[config.mk]
export PLATFORM = sky130hd
export DESIGN_NAME = std_seq_mem_d1
export DESIGN_NICKNAME = d
export VERILOG_FILES = /design/src/rtl/std_seq_mem_d1.sv
export SDC_FILE = /design/constraint.sdc
export NUM_CORES = 1
export LEC_CHECK = 0
export ABC_AREA = 1
export CAP_MARGIN = 20
export CELL_PAD_IN_SITES_DETAIL_PLACEMENT = 1
export CELL_PAD_IN_SITES_GLOBAL_PLACEMENT = 1
export CORE_MARGIN = 2
export CORE_UTILIZATION = 46
export CTS_BUF_LIST = sky130_fd_sc_hd__clkbuf_4 sky130_fd_sc_hd__clkbuf_8
export DETAILED_ROUTE_END_ITERATION = 8
export PLACE_DENSITY_LB_ADDON = 0.1
export SETUP_SLACK_MARGIN = 0.5
export SYNTH_ARGS = -nofsm -noshare
export SYNTH_HDL_FRONTEND = slang
export SYNTH_SLANG_ARGS = --single-unit
[constraint.sdc]
create_clock -name clk -period 3.3 [get_ports clk]
set_clock_uncertainty 0.2 [all_clocks]
set_input_delay 0.66 -clock clk [delete_from_list [all_inputs] [get_ports clk]]
set_output_delay 0.66 -clock clk [all_outputs]
set_load 0.01 [all_outputs]
[src/rtl/std_seq_mem_d1.sv]
// Single-port 1-D memory with a registered, multi-cycle read path and done/busy handshake.
// Out-of-bounds accesses are dropped (writes) or return zero (reads) and set a sticky error flag.
module std_seq_mem_d1 #(
    parameter int unsigned WIDTH        = 32,
    parameter int unsigned SIZE         = 16,
    parameter int unsigned IDX_SIZE     = 4,
    parameter int unsigned READ_LATENCY = 1
) (
    input  logic                clk,
    input  logic                reset,
    input  logic [IDX_SIZE-1:0] addr0,
    input  logic [WIDTH-1:0]    write_data,
    input  logic                write_en,
    input  logic                read_en,
    output logic [WIDTH-1:0]    read_data,
    output logic                done,
    output logic                busy,
    output logic                error
);

    localparam int unsigned CNT_W = 3;

    typedef enum logic {
        IDLE = 1'b0,
        READ = 1'b1
    } state_t;

    logic [WIDTH-1:0]    mem [SIZE];

    state_t              state_q;
    logic [CNT_W-1:0]    cnt_q;
    logic [IDX_SIZE-1:0] addr_q;
    logic                oob_q;
    logic [WIDTH-1:0]    read_data_q;
    logic                done_q;
    logic                busy_q;
    logic                error_q;

    logic                addr_oob_c;
    logic                wr_acc_c;
    logic                rd_acc_c;
    logic [IDX_SIZE-1:0] rd_addr_c;
    logic                rd_oob_c;
    logic [WIDTH-1:0]    rd_word_c;

    // Request acceptance; a write wins over a simultaneous read.
    always_comb begin
        addr_oob_c = {1'b0, addr0} >= (IDX_SIZE+1)'(SIZE);
        wr_acc_c   = !reset && !busy_q && write_en;
        rd_acc_c   = !reset && !busy_q && read_en && !write_en;
        rd_addr_c  = (state_q == READ) ? addr_q : addr0;
        rd_oob_c   = (state_q == READ) ? oob_q  : addr_oob_c;
        rd_word_c  = rd_oob_c ? '0 : mem[rd_addr_c];
    end

    // Storage array; intentionally not reset.
    always_ff @(posedge clk) begin
        if (wr_acc_c && !addr_oob_c) begin
            mem[addr0] <= write_data;
        end
    end

    // Control FSM: IDLE accepts requests, READ counts down the remaining latency.
    always_ff @(posedge clk) begin
        if (reset) begin
            state_q     <= IDLE;
            cnt_q       <= '0;
            addr_q      <= '0;
            oob_q       <= 1'b0;
            read_data_q <= '0;
            done_q      <= 1'b0;
            busy_q      <= 1'b0;
            error_q     <= 1'b0;
        end else begin
            done_q <= 1'b0;
            case (state_q)
                IDLE: begin
                    if (wr_acc_c) begin
                        done_q <= 1'b1;
                        if (addr_oob_c) error_q <= 1'b1;
                    end else if (rd_acc_c) begin
                        if (addr_oob_c) error_q <= 1'b1;
                        if (READ_LATENCY <= 1) begin
                            read_data_q <= rd_word_c;
                            done_q      <= 1'b1;
                        end else begin
                            state_q <= READ;
                            cnt_q   <= CNT_W'(READ_LATENCY - 1);
                            addr_q  <= addr0;
                            oob_q   <= addr_oob_c;
                            busy_q  <= 1'b1;
                        end
                    end
                end
                READ: begin
                    if (cnt_q == CNT_W'(1)) begin
                        read_data_q <= rd_word_c;
                        done_q      <= 1'b1;
                        busy_q      <= 1'b0;
                        cnt_q       <= '0;
                        state_q     <= IDLE;
                    end else begin
                        cnt_q <= cnt_q - CNT_W'(1);
                    end
                end
                default: state_q <= IDLE;
            endcase
        end
    end

    assign read_data = read_data_q;
    assign done      = done_q;
    assign busy      = busy_q;
    assign error     = error_q;

endmodule

==> results.sh <==
export IMPL_status="completed"
export IMPL_slowest_stage="clkdlybuf4s50_1"
export IMPL_drv_cap=0
export IMPL_p_int_mw=11.5
export IMPL_cts_clk_slew_worst_paths_ps=60
export IMPL_initial_core_util_pct=46.7
export IMPL_ioPinCount=75
export IMPL_slew_viol_final=0
export IMPL_cp_required_ps=2440
export IMPL_whs_ps=282
export IMPL_p_leak_nw=11.3
export IMPL_p_sw_share_pct=23.4
export IMPL_cts_resized_gates=0
export IMPL_finalPower_mw=15.0
export IMPL_post_cts_setup_buffer_count=0
export IMPL_htree_levels=3
export IMPL_start_kind="register"
export IMPL_netlist_instances=2298
export IMPL_clockRootBuffer="clkbuf_8"
export IMPL_tns_ps=0
export IMPL_cts_tree="built"
export IMPL_fin_area_sq_um=27300
export IMPL_finalHoldViolations=0
export IMPL_netlist_area_sq_um=23500
export IMPL_relSlewSlack_pct=41.2
export IMPL_grt_pass1_wl_mm=103
export IMPL_die_y_um=230
export IMPL_area_delta_synth_final_pct=16.1
export IMPL_crit_family="buffers and inverters"
export IMPL_tightest_slew_ps=880
export IMPL_viasPerCell=5.20
export IMPL_ys_flop_type="edfxtp_1"
export IMPL_vdd_drop_max_mv=0.359
export IMPL_die_area_sq_um=52900
export IMPL_cts_sinks=549
export IMPL_clock_latency_ps=690
export IMPL_crit_arrival_ps=1750
export IMPL_grt_total_usage_pct=26.0
export IMPL_fin_crit_ps=2610
export IMPL_async_reset_ff_share_pct=0
export IMPL_rsz0062_at_grt="no"
export IMPL_postCtsHoldBufs=0
export IMPL_dp_hpwl_mm=39.7
export IMPL_overflow=0
export IMPL_endpoint_kind="output pin"
export IMPL_cts_buffer_depth=3
export IMPL_layout_commonest_cell="edfxtp_1"
export IMPL_avgSynthCellArea_sq_um=10.2
export IMPL_dpl_cell_area_sq_um=25400
export IMPL_power_switching_mw=3.51
export IMPL_post_route_util_pct=54.2
export IMPL_clockPowerShare_pct=41.4
export IMPL_powerDensity_nw_per_um2=550
export IMPL_drtIter0Drc=1222
export IMPL_synth_top_area_share_pct=65.5
export IMPL_synth_seq_cells=549
export IMPL_ys_types=22
export IMPL_worst_path_buf_inv=1
export IMPL_gp_congestion=0.823
export IMPL_drtPass1Iterations=5
export IMPL_ys_top_cells_by_area="edfxtp_1 65%, nand3_1 8.3%, nand2_1 7.3%"
export IMPL_drc=0
export IMPL_die_w_um=230
export IMPL_pwr_share_seq_pct=51.7
export IMPL_cpPeakStageDelay_ps=600
export IMPL_hp_class="register to register"
export IMPL_dp_slack_ps=214
export IMPL_cts_buffers=93
export IMPL_setup_slack_ps=695
export IMPL_cp_max_fo=2
export IMPL_setup_violations=0
export IMPL_stdcell_count=3160
export IMPL_drt_wirelength_per_cell_um=21.3
export IMPL_max_freq_mhz=384
export IMPL_fin_nets=2453
export IMPL_synth_enable_flop_cells=512
export IMPL_yosysTopAreaCell="edfxtp_1"
export IMPL_p_comb_share_pct=6.9
export IMPL_drive_gt1_share_pct=9.77
export IMPL_rows=82
export IMPL_fp_coreArea_sq_um=50300
export IMPL_seq_area_frac_synth_pct=68.6
export IMPL_io_buffers=72
export IMPL_dp_cells=2988
export IMPL_num_vias=16400
export IMPL_period_share_pct=78.9
export IMPL_yosys_warnings=0
export IMPL_worst_setup_path_type="register to output pin"
export IMPL_path_cells="clkdlybuf4s50_1"
export IMPL_final_antenna_net_count=0
export IMPL_grt_pass1_vias=17300
export IMPL_wl_mm=67.4
export IMPL_grt_max_degree=83
export IMPL_antenna_found_initial=2
export IMPL_final_cell_mix="512 x edfxtp_1, 456 x nand2_1, 394 x inv_1"
export IMPL_r2r_setup_slack_ps=940
sequential cells by signal (all words and copies together) (netlist names):
register   cells
cnt_q          3
mem          512
read_data     32
done           1
state_q        1
logic make-up after synthesis:
kind of cell	Yosys count	synth area share (%)
buffers and inverters	517	9.20
other	1	0.0160
AND/OR/NAND/NOR	1189	21.2
AO/OA/AOI/OAI	40	0.874
flip-flops	549	68.6
adder cells (fa/ha/maj)	2	0.107
layer usage:
metal / up-vias / GRT usage (%) / share of wire, %
met5: - / 0 / 0.012
li1: 7649 / - / -
met2: 421 / 40.7 / 46
met4: 2 / 7.84 / 1.8
met1: 8275 / 36.5 / 46
met3: 84 / 5.62 / 6.4
cell usage after synthesis (all sizes together) (2+ instances only):
cell type and count:
nor2 341, o21ai 36, nand2 458, inv 398, ha 2, nand3 389
buf 103, edfxtp 512, dfxtp 37, clkbuf 16, a21oi 3
layout make-up:
class	count	area [sq um]
antenna	2	5.00
tap	672	841
clock inverter	33	229
multi-input combinational	1233	5360
inverter	398	1490
timing repair buffer	136	1550
clock buffer	137	1670
sequential	549	16100
fill	5532	23000
final timing paths:
kind / cells after the start / endpoint / start
worst max register to register: 11 / read_data[0] / state_q
worst min register to register: 2 / cnt_q[2] / cnt_q[2]
worst min-delay path: 2 / cnt_q[2] / cnt_q[2]
worst max-delay path: 1 / read_data[21] / read_data[21]
tightest hold or removal path: stages, from the launching register on:
cell     delay [ps]
dfxtp_1         320
nand2_1          60
a21oi_1          50
power by group through the flow:
| stage | clock [mW] | combinational (mW) | sequential, mW |
|---|---|---|---|
| after detailed placement | 0 | 1.04 | 7.89 |
| after global placement | 0 | 1.02 | 7.89 |
| after global routing | 6.65 | 1.14 | 7.75 |
| final | 6.21 | 1.04 | 7.75 |
| after CTS | 6.35 | 1.05 | 7.75 |
| after floorplan | 0 | 0.542 | 7.89 |
(Power assumes the default switching activity.)
